`config.mk`:
```
export PLATFORM = sky130hd
export DESIGN_NAME = conv_sequencer
export DESIGN_NICKNAME = d
export VERILOG_FILES = /design/src/rtl/conv_pkg.sv /design/src/rtl/conv_mac.sv /design/src/rtl/conv_sequencer.sv
export SDC_FILE = /design/constraint.sdc
export NUM_CORES = 1
export LEC_CHECK = 0
export ABC_AREA = 1
export CORE_MARGIN = 1.5
export CORE_UTILIZATION = 60
export CTS_BUF_LIST = sky130_fd_sc_hd__clkbuf_16
export CTS_CLUSTER_DIAMETER = 40
export DETAILED_ROUTE_END_ITERATION = 10
export HOLD_SLACK_MARGIN = 0.12
export PLACE_DENSITY = 0.88
export SYNTH_ARGS = -nofsm -noshare
export SYNTH_HDL_FRONTEND = slang
export SYNTH_SLANG_ARGS = --single-unit
```
`constraint.sdc`:
```
create_clock -name clk -period 8.4 [get_ports clk]
set_input_delay 2.1 -clock clk [delete_from_list [all_inputs] [get_ports clk]]
set_output_delay 2.1 -clock clk [all_outputs]
set_load 0.01 [all_outputs]
```
`src/rtl/conv_pkg.sv`:
```
// conv_pkg: shared constants and FSM state type for the 26x26 convolution
// sequencer and its MAC datapath.
package conv_pkg;

  localparam int unsigned OUT_DIM   = 26;
  localparam int unsigned N_PIX     = OUT_DIM * OUT_DIM;   // 676
  localparam int unsigned K_TAPS    = 9;
  localparam int unsigned TILE_PIX  = N_PIX / 4;           // 169
  localparam int unsigned COL_DEPTH = N_PIX * K_TAPS;      // 6084

  localparam int unsigned DATA_W = 8;
  localparam int unsigned ADDR_W = 13;   // col buffer address
  localparam int unsigned PIX_W  = 10;   // output pixel index
  localparam int unsigned RES_W  = 16;   // result width
  localparam int unsigned ACC_W  = 20;   // accumulator width
  localparam int unsigned TAP_W  = 4;
  localparam int unsigned TILE_W = 2;
  localparam int unsigned TCNT_W = 8;    // pixel-within-tile counter

  typedef enum logic [2:0] {
    IDLE,
    FETCH,
    ACC,
    WRITE,
    DONE
  } state_t;

endpackage

```
`src/rtl/conv_mac.sv`:
```
// conv_mac: 8x8 unsigned multiply feeding a 20-bit accumulator.
// Ports:
//   clk, reset         clock, async active-high reset
//   clr                clear accumulator (wins over en)
//   en                 accumulate din*weight (+ bias when add_bias)
//   add_bias           add bias alongside the product this cycle
//   din, weight, bias  8-bit unsigned operands
//   result             low 16 bits of the accumulator
module conv_mac
  import conv_pkg::*;
(
  input  logic              clk,
  input  logic              reset,
  input  logic              clr,
  input  logic              en,
  input  logic              add_bias,
  input  logic [DATA_W-1:0] din,
  input  logic [DATA_W-1:0] weight,
  input  logic [DATA_W-1:0] bias,
  output logic [RES_W-1:0]  result
);

  logic [2*DATA_W-1:0] prod;
  logic [ACC_W-1:0]    addend;
  logic [ACC_W-1:0]    acc;

  always_comb begin
    prod   = (2*DATA_W)'(din) * (2*DATA_W)'(weight);
    addend = ACC_W'(prod);
    if (add_bias)
      addend = addend + ACC_W'(bias);
  end

  always_ff @(posedge clk or posedge reset) begin
    if (reset)
      acc <= '0;
    else if (clr)
      acc <= '0;
    else if (en)
      acc <= acc + addend;
  end

  // 9 * 255*255 + 255 fits in 20 bits; output is the 16-bit PE view.
  assign result = acc[RES_W-1:0];

endmodule

```
`src/rtl/conv_sequencer.sv`:
```
// conv_sequencer: walks 676 output pixels of a 26x26 convolution, reading
// 9 im2col taps per pixel from a sync-read buffer and emitting one result
// per pixel through a valid/ready handshake.
// Ports:
//   clk, reset                     clock, async active-high reset
//   start, abort                   begin pass (IDLE only) / cancel pass
//   kern_wr, kern_idx, kern_data   weight (idx 0..8) / bias (idx 9) writes, IDLE only
//   col_rd, col_addr, col_rdata    im2col buffer read port (1-cycle latency)
//   res_valid, res_ready           result handshake
//   res_addr, res_data             result pixel index and value
//   tile                           quarter of the image being processed
//   busy, done                     activity flag / end-of-pass pulse
module conv_sequencer
  import conv_pkg::*;
(
  input  logic              clk,
  input  logic              reset,
  input  logic              start,
  input  logic              abort,
  input  logic              kern_wr,
  input  logic [TAP_W-1:0]  kern_idx,
  input  logic [DATA_W-1:0] kern_data,
  output logic              col_rd,
  output logic [ADDR_W-1:0] col_addr,
  input  logic [DATA_W-1:0] col_rdata,
  output logic              res_valid,
  input  logic              res_ready,
  output logic [PIX_W-1:0]  res_addr,
  output logic [RES_W-1:0]  res_data,
  output logic [TILE_W-1:0] tile,
  output logic              busy,
  output logic              done
);

  localparam logic [PIX_W-1:0]  LAST_PIX  = PIX_W'(N_PIX - 1);
  localparam logic [TAP_W-1:0]  LAST_TAP  = TAP_W'(K_TAPS - 1);
  localparam logic [TCNT_W-1:0] LAST_TCNT = TCNT_W'(TILE_PIX - 1);

  state_t              state;
  logic [PIX_W-1:0]    pixel;
  logic [TAP_W-1:0]    tap;
  logic [TCNT_W-1:0]   tile_cnt;
  logic [DATA_W-1:0]   weight [K_TAPS];
  logic [DATA_W-1:0]   bias;
  logic [DATA_W-1:0]   w_sel;
  logic                mac_clr;
  logic                mac_en;
  logic                mac_bias;

  // Data for tap t arrives one cycle after its read, so FETCH at tap t
  // accumulates tap t-1 and ACC absorbs the last tap plus the bias.
  always_comb begin
    w_sel = '0;
    if (state == ACC) begin
      w_sel = weight[K_TAPS-1];
    end else begin
      for (int unsigned i = 0; i < K_TAPS - 1; i++)
        if (tap == TAP_W'(i + 1))
          w_sel = weight[i];
    end
  end

  assign mac_clr  = (state == IDLE) || ((state == WRITE) && res_ready);
  assign mac_en   = ((state == FETCH) && (tap != '0)) || (state == ACC);
  assign mac_bias = (state == ACC);

  conv_mac u_mac (
    .clk      (clk),
    .reset    (reset),
    .clr      (mac_clr),
    .en       (mac_en),
    .add_bias (mac_bias),
    .din      (col_rdata),
    .weight   (w_sel),
    .bias     (bias),
    .result   (res_data)
  );

  always_ff @(posedge clk or posedge reset) begin
    if (reset) begin
      state     <= IDLE;
      pixel     <= '0;
      tap       <= '0;
      tile_cnt  <= '0;
      tile      <= '0;
      col_rd    <= 1'b0;
      col_addr  <= '0;
      res_valid <= 1'b0;
      res_addr  <= '0;
      busy      <= 1'b0;
      done      <= 1'b0;
      bias      <= '0;
      for (int unsigned i = 0; i < K_TAPS; i++)
        weight[i] <= '0;
    end else begin
      done <= 1'b0;
      if ((state != IDLE) && abort) begin
        state     <= IDLE;
        col_rd    <= 1'b0;
        res_valid <= 1'b0;
        busy      <= 1'b0;
      end else begin
        case (state)
          IDLE: begin
            if (kern_wr) begin
              for (int unsigned i = 0; i < K_TAPS; i++)
                if (kern_idx == TAP_W'(i))
                  weight[i] <= kern_data;
              if (kern_idx == TAP_W'(K_TAPS))
                bias <= kern_data;
            end
            if (start && !abort) begin
              state    <= FETCH;
              pixel    <= '0;
              tap      <= '0;
              tile_cnt <= '0;
              tile     <= '0;
              col_addr <= '0;
              col_rd   <= 1'b1;
              busy     <= 1'b1;
            end
          end

          FETCH: begin
            if (tap == LAST_TAP) begin
              state  <= ACC;
              col_rd <= 1'b0;
            end else begin
              tap      <= tap + 1'b1;
              col_addr <= col_addr + 1'b1;
            end
          end

          ACC: begin
            state     <= WRITE;
            res_valid <= 1'b1;
            res_addr  <= pixel;
          end

          WRITE: begin
            if (res_ready) begin
              res_valid <= 1'b0;
              if (pixel == LAST_PIX) begin
                state <= DONE;
                done  <= 1'b1;
              end else begin
                state  <= FETCH;
                pixel  <= pixel + 1'b1;
                tap    <= '0;
                col_rd <= 1'b1;
                // pixel*9+8 is followed directly by (pixel+1)*9+0, so the
                // address register simply keeps counting across pixels.
                col_addr <= col_addr + 1'b1;
                if (tile_cnt == LAST_TCNT) begin
                  tile_cnt <= '0;
                  tile     <= tile + 1'b1;
                end else begin
                  tile_cnt <= tile_cnt + 1'b1;
                end
              end
            end
          end

          DONE: begin
            state <= IDLE;
            busy  <= 1'b0;
          end

          default: begin
            state     <= IDLE;
            col_rd    <= 1'b0;
            res_valid <= 1'b0;
            busy      <= 1'b0;
          end
        endcase
      end
    end
  end

endmodule

```
* Yosys cells after proc, flatten, opt, wreduce, memory -nomap -nowiden
Index checks and enable logic that the tools add are counted.
Word-level totals: register bits after elaboration 154, output and inout bits 45
Cells by class: eq/ne operators 35, add/subtract/negate cells 7, reduce and logical (&&, ||, !) cells 35, multiplexer cells 57, bitwise gates (word level) 1, multiply operators 1
Operator list (count):
- $mux W8 | 13
- $mux W20 | 3
- $mux W13 | 4
- $reduce_and A4 Y1 | 10
- $pmux W13 S3 | 1
- $eq A4 B3 Y1 const B | 8
- $mux W10 | 3
- $add A20 B20 Y20 | 1
- $pmux W10 S2 | 1
- $add A16 B8 Y17 | 1
- $eq A4 B2 Y1 const B | 4
- $mul A8 B8 Y16 | 1
- $mux W4 | 4
- $pmux W8 S2 | 1
- $mux W3 | 5
- $add A13 B1 Y13 const B | 1
- $eq A4 B4 Y1 const B | 3
- $mux W1 | 12
- $pmux W3 S4 | 1
- $pmux W4 S3 | 1
- $reduce_and A6 Y1 | 2
- $add A10 B1 Y10 const B | 1
- $eq A10 B10 Y1 const B | 1
- $ne A2 B1 Y1 const B | 5
- 31 further kinds | 49

* Logic depth before layout (Yosys ltp)
Gate-level depths: netlist of run 1.
depth in word-level cells 16, depth in mapped cells 46, depth with buffers taken out 46

* Cells and area by module
A second synthesis of run 1 with hierarchy kept.
Second synthesis, totals: cell total of the unflattened synthesis 1546, area, all modules 11143.2 sq um
By module, submodules not included:
- conv_sequencer | instances 1, cells each 897, sequential area each 3353.2 sq um, area an instance 6920.4 sq um
- conv_mac | instances 1, cells each 649, sequential area each 400.4 sq um, area an instance 4222.8 sq um

* Worst setup path before layout of run 1
No wires, ideal clock.
path type input to register, from input port col_rdata[3], to register u_mac.acc[15], data arrival time 7.516 ns, data required time 8.282 ns, stages 33, slack 0.766 ns, cell sequence inv_1 -> nor2_1 -> fa_1 -> inv_1 -> fa_1 -> inv_1 -> fa_1 -> inv_1 -> fa_1 -> inv_1 -> ha_1 -> inv_1 -> xor2_1 -> inv_1 -> ha_1 -> inv_1 -> nor4_1 -> nand2_1 -> nand2_1 -> nand2_1 -> nor2_1 -> nand3_1 -> nor2_1 -> nand2_1 -> xor2_1 -> inv_1 -> ha_1 -> nand3_1 -> inv_1 -> a221oi_1 -> nand3_1 -> nand3_1 -> nand2_1
Between the ends: cells in the longest elaborated chain, start to end 6
Ends and longest elaborated chain:
- start: declaration | RTL line conv_sequencer.sv:25 | input logic [DATA_W-1:0] col_rdata,
- $mul A8 B8 Y16 * | RTL line conv_mac.sv:28 | prod = (2*DATA_W)'(din) * (2*DATA_W)'(weight);
- $add A16 B8 Y17 | RTL line conv_mac.sv:31 | addend = addend + ACC_W'(bias);
- $mux W20 * | RTL line conv_mac.sv:30 | if (add_bias)
- $add A20 B20 Y20 * | RTL line conv_mac.sv:40 | acc <= acc + addend;
- $mux W20 * | RTL line conv_mac.sv:39 | else if (en)
- $mux W20 * | RTL line conv_mac.sv:37 | else if (clr)
- end signal: assignment | RTL line conv_mac.sv:40
- end: declaration | RTL line conv_mac.sv:25 | logic [ACC_W-1:0] acc;
Every way passes the cells marked *; elsewhere a longest branch is shown, timed or not. The select of a mux whose other input is x is not followed. A chain may end at the register's enable or synchronous reset.

* Worst setup path in the final report of run 1
from input port col_rdata[1], to register u_mac.acc[15]
The elaborated chain is that of the path after synthesis.

==> impl_metrics.toml, run 1 <==
[worst_setup_path]
rrSetupSlack_ns = 0.51
path_delay_family = "adder cells"
path_buf_inv = 8
r2r-start = "tap[0]"
critPathArrivalTime_ns = 8.27
crit_end = "u_mac.acc[15]"
crit_start = "col_rdata[1]"
r2r_end = "u_mac.acc[15]"
cp-end-kind = "register"
worst_r2r_path_depth = 46
path_class = "input port to register"
slowest_stage = "fa_1"
cpMostUsedCell = "inv_1"
cp_num_cells = 32
start_kind = "input port"
critPathMaxStageDelay_ns = 0.54
required_ns = 8.73
cp_max_fo = 5

[placement]
place_congestion = 0.912
io_buffer_count = 70
place_hpwl_um = 18600

[final_layout]
nets = 1591
drive_gt1_share_pct = 6.52
area_growth_pct = 15.2
diodes = 0

[synth]
ys_async_sr_fraction_pct = 100
synthMuxAreaShare_pct = 0
synth_top_area_share_pct = 35.4
synth_seq_cells = 150
syn-cell-area_sq_um = 10600
syn_inst = 1381
synth_compound_area_share_pct = 12.0
synthDistinctLibCells = 49
synth_area_leaders = "dfrtp_1 (35%), nand2_1 (13%), ha_1 (7.9%)"
syn_nets = 1512
synth_warnings = 0
synth.most_common_cell = "nand2_1"
avgSynthCellArea_sq_um = 7.67
synthFlopType = "dfrtp_1"
ys_top_cells_by_count = "nand2_1 (357), inv_1 (185), dfrtp_1 (150)"
seq_area_frac_synth_pct = 35.4
synth_top_family_by_area = "simple AND/OR/NAND/NOR gates"
synth-simple-area-share_pct = 26.5
synth_edf_count = 0
synth_fa_ha_area_share_pct = 15.1
synth-xor-area-share_pct = 2.81
yosys.area.top_type = "dfrtp_1"

[global_routing]
grt_remaining_overflow = 0
grt_use_met3_pct = 4.29
grt_start_max_net_pins = 85
antenna_found_initial = 0
grt-busiest-layer = "met2"
met1_usage_pct = 37.9
grt_usage_pct = 29.1
met2_usage_pct = 49.1
grt_pass1_wl_um = 42500
first_global_vias = 9163

[timing]
fin_skew_ns = 0.00748
setup_viol = 0
maxSlewViolCount = 0
post-route-min-period_ns = 7.94
fmax_ghz = 0.126
slew-limit-headroom_pct = 30.0
worst_pin_slew_ns = 1.05
hold_ws_ns = 0.477
fin_crit_sh_pct = 94.5
hold_viol = 0

[cts]
cts.sinks = 150
cts_buffer_depth = 2
clk_latency_ns = 0.44
cts_tree = "done"
ctsHtreeMaxLevel = 4
post_cts_buffers = 0
cts_buffers = 17
cts-root-buf = "clkbuf_16"
path_clk_slew_ns = 0.06

[drt]
drt_pre_antenna_iters = 8
ant_nets = 0
wl_um = 25800
via_per_inst = 5.69
route.vias.total = 9667
drtIter0Drc = 868
drc = 0
drt-wirelength-per-cell_um = 15.2

[floorplan]
die_y_um = 136
ios = 71
start_util_pct = 61.2
rows = 48
die_w_um = 136
die_area_sq_um = 18500
core_sq_um = 17300

[flow_run]
cap_violations = 0

[run_status]
status = "complete, no violations"

[worst_hold_path]
hp-class = "register to register"
min_from = "weight[6]"
[worst min-delay path by stage]
stage	cells after the start	endpoint	slack (ns)
floorplan	2	weight[0]	0.45
global placement	2	busy	0.46
CTS	2	weight[6]	0.48
global route	2	weight[4]	0.51
finish	2	weight[6]	0.48
detailed placement	2	weight[6]	0.47
[flip-flops by register name, indices dropped and copies added (netlist names), 2 cells and up]
register	cells
col_addr	13
res_addr	10
weight	72
tap	4
pixel	10
state	3
tile	2
u_mac.acc	16
tile_cnt	8
bias	8
[cell families (layout without fill, tap and decap cells)]
family	Yosys count	count (layout)
AOI/OAI and AO/OA	230	230
xor gates and xnor gates	34	34
adders and majority gates	105	105
buffers and inverters	220	312
DFF	150	150
and+or+nand+nor	642	642
[metal layers]
metal  share of wire, %  routed length, um
met1                 42              10800
met5                  0                  0
met4                2.5                642
met3                6.4               1650
met2                 49              12600
[layout make-up]
| class | count | area, sq um |
|---|---|---|
| multi-input combinational | 1011 | 6020 |
| fill | 1317 | 5100 |
| sequential | 150 | 3750 |
| timing repair buffer | 83 | 798 |
| inverter | 197 | 752 |
| clock buffer | 17 | 425 |
| tap | 225 | 282 |
| clock inverter | 15 | 165 |
[worst reg2reg max path: cells and delay by family, from the launching register on]
| family | cells | cell delay [ns] |
|---|---|---|
| AOI/OAI and AO/OA | 4 | 0.66 |
| xor gates and xnor gates | 2 | 0.28 |
| adders and majority gates | 8 | 3.24 |
| buffers and inverters | 11 | 0.87 |
| DFF | 1 | 0.47 |
| and+or+nand+nor | 21 | 2.30 |
[cells in the final DEF, fill, tap and decap left out, drive strengths merged]
| cell type | netlist | final |
|---|---|---|
| xor2 | 30 | 30 |
| a22o | 1 | 1 |
| or2 | 11 | 11 |
| nand4 | 19 | 19 |
| nor2 | 122 | 122 |
| bufinv | 0 | 3 |
| a31oi | 1 | 1 |
| and3 | 1 | 1 |
| clkbuf | 17 | 17 |
| o21a | 2 | 2 |
| o211ai | 9 | 9 |
| buf | 6 | 13 |
| nor4b | 1 | 1 |
| a41oi | 1 | 1 |
| clkinv | 3 | 5 |
| fa | 38 | 38 |
| nor3 | 28 | 28 |
| o22ai | 1 | 1 |
| a21boi | 2 | 2 |
| a221oi | 1 | 1 |
| o31ai | 14 | 14 |
| a21oi | 56 | 56 |
| inv | 194 | 200 |
| dfrtp | 150 | 150 |
| clkdlybuf4s50 | 0 | 70 |
| clkinvlp | 0 | 4 |
| nand2 | 361 | 361 |
| nand3b | 5 | 5 |
| nor4 | 4 | 4 |
| o41ai | 1 | 1 |
| ha | 67 | 67 |
| xnor2 | 4 | 4 |
| nand3 | 90 | 90 |
| o21ai | 140 | 140 |
| a32o | 1 | 1 |
[timing repair]
item / 4_1_cts / 5_1_grt
hold buffers: 0 / 0
endpoints found under the setup margin: 0 / 7
gates resized for setup: 0 / 13
[per-stage QoR]
stage / setup WS [ns] / instance area, sq um / instances / setup TNS, ns / utilization [%]
after CTS: 0.292 / 12100 / 1698 / 0 / 70.2
after global routing: -0.00773 / 12200 / 1698 / -0.00849 / 70.5
after detailed placement: -0.151 / 11600 / 1666 / -0.151 / 66.8
after global placement: 0.120 / 11600 / 1666 / 0 / 66.8
after floorplan: 0.766 / 10600 / 1381 / 0 / -
final: 0.462 / 12200 / 1698 / 0 / 70.5
Power of run 1 is not shown: default switching activity piles up to over one toggle a cycle in this logic, so the estimate is an artifact.
==> run 2: changes to the inputs <==
--- a/config.mk
+++ b/config.mk
@@ -13,6 +13,7 @@
 export DETAILED_ROUTE_END_ITERATION = 10
 export HOLD_SLACK_MARGIN = 0.12
 export PLACE_DENSITY = 0.88
+export SLEW_MARGIN = 10
 export SYNTH_ARGS = -nofsm -noshare
 export SYNTH_HDL_FRONTEND = slang
 export SYNTH_SLANG_ARGS = --single-unit
==> results of run 2 <==
No change in the layout: final DEF, timing and power equal those of run 1.
Power of run 2 is left out for the same reason.
